File: src/rtl/reorder_buffer_if.sv
// +----------------------------------------------------------------------------+
// | reorder_buffer_if                                                           |
// | Dispatch, CDB, operand-lookup and retire signals of the reorder buffer.     |
// | Rev 1.0                                                                     |
// +----------------------------------------------------------------------------+
`default_nettype none

interface reorder_buffer_if #(
  parameter int TAG_W = 4
);
  logic             alloc_valid;
  logic [4:0]       alloc_rd;
  logic             alloc_is_branch;
  logic             alloc_pred_taken;
  logic             alloc_ready;
  logic [TAG_W-1:0] alloc_tag;

  logic             cdb_valid;
  logic [TAG_W-1:0] cdb_tag;
  logic [31:0]      cdb_value;
  logic             cdb_taken;
  logic [31:0]      cdb_target;

  logic [TAG_W-1:0] q1_tag;
  logic [TAG_W-1:0] q2_tag;
  logic             q1_ready;
  logic             q2_ready;
  logic [31:0]      q1_value;
  logic [31:0]      q2_value;

  logic             commit_valid;
  logic [4:0]       commit_rd;
  logic [31:0]      commit_value;
  logic [TAG_W-1:0] commit_tag;
  logic             jump_wrong;
  logic [31:0]      jump_target;
  logic             rob_empty;

  // Driven by dispatch / RS / CDB / register file side.
  modport master (
    output alloc_valid, alloc_rd, alloc_is_branch, alloc_pred_taken,
    input  alloc_ready, alloc_tag,
    output cdb_valid, cdb_tag, cdb_value, cdb_taken, cdb_target,
    output q1_tag, q2_tag,
    input  q1_ready, q2_ready, q1_value, q2_value,
    input  commit_valid, commit_rd, commit_value, commit_tag,
    input  jump_wrong, jump_target, rob_empty
  );

  modport slave (
    input  alloc_valid, alloc_rd, alloc_is_branch, alloc_pred_taken,
    output alloc_ready, alloc_tag,
    input  cdb_valid, cdb_tag, cdb_value, cdb_taken, cdb_target,
    input  q1_tag, q2_tag,
    output q1_ready, q2_ready, q1_value, q2_value,
    output commit_valid, commit_rd, commit_value, commit_tag,
    output jump_wrong, jump_target, rob_empty
  );
endinterface

`default_nettype wire

File: src/rtl/reorder_buffer.sv
// +----------------------------------------------------------------------------+
// | reorder_buffer                                                              |
// | Circular in-order-retire ROB for the Tomasulo RV32I core.                   |
// | Optional macro ROB_BYPASS_EN: operand lookup forwards the live CDB.         |
// | Rev 1.0                                                                     |
// +----------------------------------------------------------------------------+
`default_nettype none

module reorder_buffer #(
  parameter int ROB_DEPTH = 16,
  parameter int TAG_W     = 4
) (
  input  wire logic         clk,
  input  wire logic         rst,
  input  wire logic         rdy,
  reorder_buffer_if.slave   bus
);

  localparam logic [TAG_W:0] c_depth = (TAG_W+1)'(ROB_DEPTH);

  logic [TAG_W-1:0] r_head;
  logic [TAG_W-1:0] r_tail;
  logic [TAG_W:0]   r_count;

  logic             r_busy       [ROB_DEPTH];
  logic             r_ready      [ROB_DEPTH];
  logic [4:0]       r_rd         [ROB_DEPTH];
  logic [31:0]      r_value      [ROB_DEPTH];
  logic             r_is_branch  [ROB_DEPTH];
  logic             r_pred_taken [ROB_DEPTH];
  logic             r_taken      [ROB_DEPTH];
  logic [31:0]      r_target     [ROB_DEPTH];

  logic             r_commit_valid;
  logic [4:0]       r_commit_rd;
  logic [31:0]      r_commit_value;
  logic [TAG_W-1:0] r_commit_tag;
  logic             r_jump_wrong;
  logic [31:0]      r_jump_target;

  logic             w_alloc_ready;
  logic             w_commit;
  logic             w_flush;
  logic             w_alloc;
  logic             w_cdb;

  // A same-cycle commit does not free a slot for the allocation at that edge.
  assign w_alloc_ready = (r_count != c_depth);
  assign w_commit      = rdy && r_busy[r_head] && r_ready[r_head];
  assign w_flush       = w_commit && r_is_branch[r_head] &&
                         (r_taken[r_head] != r_pred_taken[r_head]);
  assign w_alloc       = rdy && bus.alloc_valid && w_alloc_ready && !w_flush;
  assign w_cdb         = rdy && bus.cdb_valid && r_busy[bus.cdb_tag] && !w_flush;

  always_ff @(posedge clk or negedge rst) begin
    if (!rst) begin
      r_head  <= '0;
      r_tail  <= '0;
      r_count <= '0;
    end else if (w_flush) begin
      r_head  <= '0;
      r_tail  <= '0;
      r_count <= '0;
    end else begin
      if (w_alloc)
        r_tail <= r_tail + 1'b1;
      if (w_commit)
        r_head <= r_head + 1'b1;
      r_count <= r_count + {{TAG_W{1'b0}}, w_alloc} - {{TAG_W{1'b0}}, w_commit};
    end
  end

  always_ff @(posedge clk or negedge rst) begin
    if (!rst) begin
      for (int i = 0; i < ROB_DEPTH; i++) begin
        r_busy[i]       <= 1'b0;
        r_ready[i]      <= 1'b0;
        r_rd[i]         <= '0;
        r_value[i]      <= '0;
        r_is_branch[i]  <= 1'b0;
        r_pred_taken[i] <= 1'b0;
        r_taken[i]      <= 1'b0;
        r_target[i]     <= '0;
      end
    end else begin
      for (int i = 0; i < ROB_DEPTH; i++) begin
        if (w_flush) begin
          r_busy[i] <= 1'b0;
        end else begin
          // The tail slot is never busy, so allocate and retire never collide.
          if (w_alloc && (r_tail == TAG_W'(i))) begin
            r_busy[i]       <= 1'b1;
            r_ready[i]      <= 1'b0;
            r_rd[i]         <= bus.alloc_rd;
            r_is_branch[i]  <= bus.alloc_is_branch;
            r_pred_taken[i] <= bus.alloc_pred_taken;
          end else if (w_commit && (r_head == TAG_W'(i))) begin
            r_busy[i] <= 1'b0;
          end
          if (w_cdb && (bus.cdb_tag == TAG_W'(i))) begin
            r_ready[i]  <= 1'b1;
            r_value[i]  <= bus.cdb_value;
            r_taken[i]  <= bus.cdb_taken;
            r_target[i] <= bus.cdb_target;
          end
        end
      end
    end
  end

  always_ff @(posedge clk or negedge rst) begin
    if (!rst) begin
      r_commit_valid <= 1'b0;
      r_commit_rd    <= '0;
      r_commit_value <= '0;
      r_commit_tag   <= '0;
      r_jump_wrong   <= 1'b0;
      r_jump_target  <= '0;
    end else begin
      r_commit_valid <= w_commit;
      r_jump_wrong   <= w_flush;
      if (w_commit) begin
        r_commit_rd    <= r_rd[r_head];
        r_commit_value <= r_value[r_head];
        r_commit_tag   <= r_head;
      end
      if (w_flush)
        r_jump_target <= r_target[r_head];
    end
  end

  always_comb begin
    bus.q1_ready = r_busy[bus.q1_tag] && r_ready[bus.q1_tag];
    bus.q1_value = r_value[bus.q1_tag];
    bus.q2_ready = r_busy[bus.q2_tag] && r_ready[bus.q2_tag];
    bus.q2_value = r_value[bus.q2_tag];
`ifdef ROB_BYPASS_EN
    if (bus.cdb_valid && (bus.cdb_tag == bus.q1_tag)) begin
      bus.q1_ready = 1'b1;
      bus.q1_value = bus.cdb_value;
    end
    if (bus.cdb_valid && (bus.cdb_tag == bus.q2_tag)) begin
      bus.q2_ready = 1'b1;
      bus.q2_value = bus.cdb_value;
    end
`else
    // Stored state only: a broadcast becomes visible after it is latched.
`endif
  end

  assign bus.alloc_ready  = w_alloc_ready;
  assign bus.alloc_tag    = r_tail;
  assign bus.rob_empty    = (r_count == '0);
  assign bus.commit_valid = r_commit_valid;
  assign bus.commit_rd    = r_commit_rd;
  assign bus.commit_value = r_commit_value;
  assign bus.commit_tag   = r_commit_tag;
  assign bus.jump_wrong   = r_jump_wrong;
  assign bus.jump_target  = r_jump_target;

endmodule

`default_nettype wire

File: src/flat_wrapper.sv
// flat-port wrapper written by rule: the top's interface ports become plain ports
module reorder_buffer_flat 
#(
  parameter int ROB_DEPTH = 16,
  parameter int TAG_W     = 4
)
  (clk, rst, rdy, bus_alloc_valid, bus_alloc_rd, bus_alloc_is_branch, bus_alloc_pred_taken, bus_alloc_ready, bus_alloc_tag, bus_cdb_valid, bus_cdb_tag, bus_cdb_value, bus_cdb_taken, bus_cdb_target, bus_q1_tag, bus_q2_tag, bus_q1_ready, bus_q2_ready, bus_q1_value, bus_q2_value, bus_commit_valid, bus_commit_rd, bus_commit_value, bus_commit_tag, bus_jump_wrong, bus_jump_target, bus_rob_empty);
  reorder_buffer_if #(.TAG_W(TAG_W)) bus_i ();
  input  wire logic clk;
  input  wire logic rst;
  input  wire logic rdy;
  input wire logic [$bits(bus_i.alloc_valid)-1:0] bus_alloc_valid;
  input wire logic [$bits(bus_i.alloc_rd)-1:0] bus_alloc_rd;
  input wire logic [$bits(bus_i.alloc_is_branch)-1:0] bus_alloc_is_branch;
  input wire logic [$bits(bus_i.alloc_pred_taken)-1:0] bus_alloc_pred_taken;
  output wire logic [$bits(bus_i.alloc_ready)-1:0] bus_alloc_ready;
  output wire logic [$bits(bus_i.alloc_tag)-1:0] bus_alloc_tag;
  input wire logic [$bits(bus_i.cdb_valid)-1:0] bus_cdb_valid;
  input wire logic [$bits(bus_i.cdb_tag)-1:0] bus_cdb_tag;
  input wire logic [$bits(bus_i.cdb_value)-1:0] bus_cdb_value;
  input wire logic [$bits(bus_i.cdb_taken)-1:0] bus_cdb_taken;
  input wire logic [$bits(bus_i.cdb_target)-1:0] bus_cdb_target;
  input wire logic [$bits(bus_i.q1_tag)-1:0] bus_q1_tag;
  input wire logic [$bits(bus_i.q2_tag)-1:0] bus_q2_tag;
  output wire logic [$bits(bus_i.q1_ready)-1:0] bus_q1_ready;
  output wire logic [$bits(bus_i.q2_ready)-1:0] bus_q2_ready;
  output wire logic [$bits(bus_i.q1_value)-1:0] bus_q1_value;
  output wire logic [$bits(bus_i.q2_value)-1:0] bus_q2_value;
  output wire logic [$bits(bus_i.commit_valid)-1:0] bus_commit_valid;
  output wire logic [$bits(bus_i.commit_rd)-1:0] bus_commit_rd;
  output wire logic [$bits(bus_i.commit_value)-1:0] bus_commit_value;
  output wire logic [$bits(bus_i.commit_tag)-1:0] bus_commit_tag;
  output wire logic [$bits(bus_i.jump_wrong)-1:0] bus_jump_wrong;
  output wire logic [$bits(bus_i.jump_target)-1:0] bus_jump_target;
  output wire logic [$bits(bus_i.rob_empty)-1:0] bus_rob_empty;
  assign bus_i.alloc_valid = bus_alloc_valid;
  assign bus_i.alloc_rd = bus_alloc_rd;
  assign bus_i.alloc_is_branch = bus_alloc_is_branch;
  assign bus_i.alloc_pred_taken = bus_alloc_pred_taken;
  assign bus_alloc_ready = bus_i.alloc_ready;
  assign bus_alloc_tag = bus_i.alloc_tag;
  assign bus_i.cdb_valid = bus_cdb_valid;
  assign bus_i.cdb_tag = bus_cdb_tag;
  assign bus_i.cdb_value = bus_cdb_value;
  assign bus_i.cdb_taken = bus_cdb_taken;
  assign bus_i.cdb_target = bus_cdb_target;
  assign bus_i.q1_tag = bus_q1_tag;
  assign bus_i.q2_tag = bus_q2_tag;
  assign bus_q1_ready = bus_i.q1_ready;
  assign bus_q2_ready = bus_i.q2_ready;
  assign bus_q1_value = bus_i.q1_value;
  assign bus_q2_value = bus_i.q2_value;
  assign bus_commit_valid = bus_i.commit_valid;
  assign bus_commit_rd = bus_i.commit_rd;
  assign bus_commit_value = bus_i.commit_value;
  assign bus_commit_tag = bus_i.commit_tag;
  assign bus_jump_wrong = bus_i.jump_wrong;
  assign bus_jump_target = bus_i.jump_target;
  assign bus_rob_empty = bus_i.rob_empty;
  reorder_buffer #(.ROB_DEPTH(ROB_DEPTH), .TAG_W(TAG_W)) u_core (.clk(clk), .rst(rst), .rdy(rdy), .bus(bus_i));
endmodule
File: config.mk
export PLATFORM = sky130hd
export DESIGN_NAME = reorder_buffer_flat
export DESIGN_NICKNAME = d
export VERILOG_FILES = /design/src/rtl/reorder_buffer_if.sv /design/src/rtl/reorder_buffer.sv /design/src/flat_wrapper.sv
export SDC_FILE = /design/constraint.sdc
export NUM_CORES = 2
export LEC_CHECK = 0
export CORE_MARGIN = 4
export CORE_UTILIZATION = 40
export CTS_CLUSTER_DIAMETER = 80
export DETAILED_ROUTE_END_ITERATION = 8
export GPL_TIMING_DRIVEN = 0
export PLACE_DENSITY = 0.61
export SKIP_LAST_GASP = 1
export SLEW_MARGIN = 40
export SYNTH_ARGS = -nofsm -noshare
export SYNTH_HDL_FRONTEND = slang
export SYNTH_SLANG_ARGS = --single-unit
File: constraint.sdc
create_clock -name clk -period 6.5 [get_ports clk]
set_input_delay 1.3 -clock clk [delete_from_list [all_inputs] [get_ports clk]]
set_output_delay 1.3 -clock clk [all_outputs]
set_load 0.05 [all_outputs]
==> metrics <==
status complete, no violations; Sw Share 33.0%; Crit. Startpoint bus_q1_tag[1]; clk_skew 0.0283 ns; Async S/R FF share, synth 100%; endpoints failing hold 0; internal power 19.2 mW; Core Region 161000 µm²; CP arrival 4.87 ns; fill count 13.9k; first drt pass iteration count 5; kind of critical path input pin to primary output; Fmax 0.162 GHz; Via density 6.01; cell area after synthesis 64600 µm²; Max H-tree Level 4; Final Max Slew Viols 0; die width 410 µm; Clk pwr share 30.0%; initial antenna violation count 22; predominant post-synthesis flop cell dfrtp_1; setup tns final 0 ns; sw power 9.45 mW; first-pass GRT wire length 293000 µm; Yosys top cell by area dfrtp_1; endpoint class of the critical path primary output; Synth warnings 0; total congestion overflow 0; Max VDD drop 236 µV; hpwl dp 134000 µm; worst r2r src u_core.r_head[1]; Final Setup Violations 0; syn nets 3923; Residual DRC 0; CP startpoint kind input pin; Gate power share 32.8%; Clk pin slew, worst setup/hold paths 0.06 ns; EDFF count, synth 0; Via Count 39.1k; CTS root buf clkbuf_16; CTS Buf Count 148; Final ANT Viol Nets 0; critical path peak fanout 10; clk buf depth 3; starting density of the core 40.3%; GRT Overall Usage 23.9%; DR iter-0 viols 3432; Final Total Pwr 28.7 mW; Area Growth Syn to Fin 16.6%; largest net degree at the start of global routing 115; top cell type's share of synthesized area 49.2%; clock latency on the worst-skew pair 0.80 ns; Top-Level Pins 236; Setup Buffers After CTS 0; number of global-route vias before repair 40.4k; Max-Slew Margin vs Limit 38.3%; # nets final 4322; sequential share of the synthesized area 49.2%; maxcap violations 0; die area 168000 µm²; Die Span Y 410 µm; I/O Buffers 224; power density cells 380 nW/µm²; Cell variety after synth 43; fin crit share 94.9%; row cnt 147; Final GP Congestion 0.853; Cells after Synth 3819; Multi-input gate area 31000 µm²; total area of sequential cells 31800 µm²; FF+latch count, synth 1272; P_leak 34.0 nW; cell with the most instances after synthesis dfrtp_1; Hold WC Path Type input pin to async pin; power share of the sequential group 37.3%; top post-synthesis cells by area dfrtp_1 49%, mux4_2 24%, mux2_2 18%; CTS tree done; CTS sink cnt 1272; post-cts sizing count 0; RSZ-0062 raised after global routing false; Final min period 6.17 ns; worst hold margin 0.403 ns; worst slew pin tran 0.925 ns; CP Data Required Time 5.20 ns; top post-synthesis cells by count 1272 x dfrtp_1, 1027 x mux2_2, 690 x mux4_2; Routed WL 200000 µm; layout cells sized above 1 52.3%; Mean Syn Cell Area 16.9 µm²; CTS Hold Bufs 0; routed len/inst 30.8 µm
## area by class of cell
class / instances / area share, %
tap: 2160 / 3.59
buffer: 369 / 2.55
clock inverter: 46 / 0.641
timing repair buffer: 249 / 3.73
clock buffer: 225 / 6.06
sequential: 1272 / 42.2
inverter: 14 / 0.0697
multi-input combinational: 2164 / 41.1
antenna: 7 / 0.0232
## layout by cell type (no fill, tap or decap), drive strengths merged, types with 9 or more instances in the layout
cell,n
dfrtp,1272
mux2,1222
mux4,690
clkbuf,337
buf,283
clkdlybuf4s50,223
o21ai,36
nor2,33
clkinv,30
nand2,27
inv,21
nand4,17
a21o,16
ha,14
nand3,12
a21oi,11
nor3,10
nor2b,9
## cells by family after synthesis
| family | after synthesis | synth area share [%] |
|---|---|---|
| AOI/OAI and AO/OA | 91 | 0.902 |
| buffers and inverters | 383 | 2.80 |
| and+or+nand+nor | 133 | 1.23 |
| muxes | 1915 | 45.4 |
| xor gates and xnor gates | 10 | 0.136 |
| adders and majority gates | 15 | 0.302 |
| DFF | 1272 | 49.2 |
## path summary, 6_finish.rpt
path / slack (ns) / endpoint / cells after the start
setup / recovery: 0.33 / bus_q1_value[29] / 7
max in group asynchronous: 3.71 / u_core.r_target[499] / 5
hold / removal: 0.40 / u_core.bus.commit_value[7] / 1
min in group clk: 0.48 / u_core.r_target[42] / 1
setup reg to reg: 1.17 / u_core.r_count[4] / 20
hold reg to reg: 0.48 / u_core.r_target[42] / 1
## power groups by stage
stage          clock (mW)  sequential, mW  combinational (mW)
6_report             8.58            10.7                9.39
5_1_grt              9.09            10.9                9.91
4_1_cts              8.77            10.6                9.50
3_5_place_dp            0            10.8                9.46
3_3_place_gp            0            10.8                9.21
2_1_floorplan           0            10.9                5.93
## critical path: stages
cell and delay [ns]:
clkbuf_1 0.64, clkbuf_2 0.56, clkbuf_1 0.37, buf_4 0.28, mux4_2 0.31, mux4_2 0.63, clkdlybuf4s50_1 0.76
## routing by layer
| metal | GRT usage [%] | share of wire (%) | vias up |
|---|---|---|---|
| met1 | 31.8 | 41 | 21500 |
| met4 | 8.28 | 3.7 | 12 |
| met3 | 6.73 | 7.5 | 404 |
| met5 | 0 | 0.038 | - |
| li1 | - | - | 15800 |
| met2 | 38.0 | 47 | 1448 |
## state kept, by name (all words and copies together) (netlist names)
| name | flops |
|---|---|
| u_core.bus.commit_valid | 1 |
| u_core.r_head | 4 |
| u_core.r_count | 5 |
| u_core.bus.commit_value | 32 |
| u_core.bus.jump_target | 32 |
| u_core.r_value | 512 |
| u_core.r_rd | 80 |
| u_core.r_taken | 16 |
| u_core.bus.commit_tag | 4 |
| u_core.r_target | 512 |
| u_core.r_ready | 16 |
| u_core.bus.commit_rd | 5 |
| u_core.bus.jump_wrong | 1 |
| u_core.r_is_branch | 16 |
| u_core.r_busy | 16 |
| u_core.r_pred_taken | 16 |
| u_core.bus.alloc_tag | 4 |
## through the flow
step                utilization [%]  cells  worst slack, ns  cell area, µm²
floorplan                         -   3819             1.66           64600
global placement               43.3   6203           -55.16           69600
detailed placement             43.8   6225            0.241           70300
CTS                            46.9   6496            0.235           75300
global route                   46.9   6499            0.342           75400
finish                         46.9   6506            0.331           75400
Power figures use the tool's default switching activity.
==> variant (same flow settings) <==
`TAG_W` is set to 4 in 3 places; all go to 5.
--- a/src/rtl/reorder_buffer_if.sv
+++ b/src/rtl/reorder_buffer_if.sv
@@ -8,3 +8,3 @@
 interface reorder_buffer_if #(
-  parameter int TAG_W = 4
+  parameter int TAG_W = 5
 );
--- a/src/rtl/reorder_buffer.sv
+++ b/src/rtl/reorder_buffer.sv
@@ -10,3 +10,3 @@
   parameter int ROB_DEPTH = 16,
-  parameter int TAG_W     = 4
+  parameter int TAG_W     = 5
 ) (
--- a/src/flat_wrapper.sv
+++ b/src/flat_wrapper.sv
@@ -4,3 +4,3 @@
   parameter int ROB_DEPTH = 16,
-  parameter int TAG_W     = 4
+  parameter int TAG_W     = 5
 )
Ports: changed (5 resized); port bits go from 236 to 241. No check against the original RTL was run, so the function may have changed too.
==> variant against the unedited design <==
Total power decreased by 16%. Sequential share of layout area decreased by 0.094 points. Synthesized cell count increased by 2.9%. Hold slack improved by 0.070 ns. Sequential cell count increased by 4. Maximum frequency increased by 0.63%. Clock skew increased by 0.0043 ns. Register-to-register slack improved by 0.09 ns. Design area increased by 0.54%. Setup slack improved by 0.039 ns. Die area increased by 0.60%. Synthesized area increased by 0.61%. Wire length decreased by 0.11%. Critical path type unchanged.
==> variant: results (changes against the unedited design) <==
status=completed; Register-to-Register Path Depth=22 (+10%); Ant. Diodes=10 (+3); Layout Cells excl Fill=6,628 (+1.9%); first-pass GRT wire length=293,200 um (+0.22%); CP Capture Point=bus_q2_value[2]; pin count of the biggest net entering global routing=109 (-5.2%); post-place instance area=70,880 um^2 (+0.87%); mux contribution to synthesized area=44.61% (-0.77 points); number of non-clock buffers in the layout=636 (+2.9%); sequential share of cell area=42.13% (-0.094 points); final wirelength=200,100 um (-0.11%); Tmin final=6.130 ns (-0.03873 ns); Clock buf/inv share=6.413% (-0.29 points); global placement routability congestion=0.8614 (+0.94%); hpwl dp=138,600 um (+3.1%); CP max FO=11 (+1); skew final=0.03261 ns (+0.004307 ns); total number of vias=39,660 (+1.4%); Worst Hold Class=register to register; Synth Cell Area=65,020 um^2 (+0.61%); worst reg2reg path startpoint=u_core.r_head[0]; Final nets=4,453 (+3.0%); post-synthesis adder-cell area fraction=0.3964% (+0.094 points); mean area per synthesized cell=16.55 um^2 (-2.2%); Post-Synth XOR/XNOR Area=0.1347% (-0.00082 points); Inverters=31 (+17); reg-to-reg slack, setup=1.26 ns (+0.09 ns); Port Buf Inserts=229 (+2.2%); synth-to-layout area growth=16.55% (about the same); antenna violations before repair=19 (-14%); vias in the first global route=41,230 (+2.0%); WP data arrival=4.83 ns (-0.04 ns); pre-CTS WS=0.4650 ns (+0.2241 ns); synth cell count leaders=1,276 x dfrtp_1, 1,031 x mux2_2, 690 x mux4_2; Post-Place Cells=6,352 (+2.0%); FF+latch count=1,276 (+0.31%)
## variant: worst register-to-register path, cell delays in order (launching register included)
cell	delay, ns
dfrtp_1	0.37
buf_4	0.17
buf_6	0.20
buf_6	0.23
buf_2	0.51
nand2_1	0.11
o2111a_1	0.19
a2111oi_2	0.37
nand3_1	0.16
or2_1	0.26
buf_4	0.19
inv_4	0.17
buf_6	0.24
buf_2	0.28
buf_2	0.34
nor2_1	0.11
ha_1	0.25
fa_1	0.43
a21oi_1	0.15
nor2_1	0.05
nor2_1	0.11
xor2_1	0.16
nor2_1	0.06
## variant: routing by layer
metal / share of wire (%) / global-route usage, % / up-vias
met1: 43 / 32.76 / 21610
met3: 7.5 / 6.079 / 413
met2: 46 / 37.07 / 1494
met4: 3.5 / 8.027 / 10
li1: - / - / 16140
met5: 0.030 / 0 / -
## variant: where the power goes
group / switching [mW] / leakage (nW) / internal [mW]
clock: 3.45 / 2.39 / 4.90
sequential: 0.539 / 17.6 / 8.69
combinational: 3.77 / 14.9 / 2.70
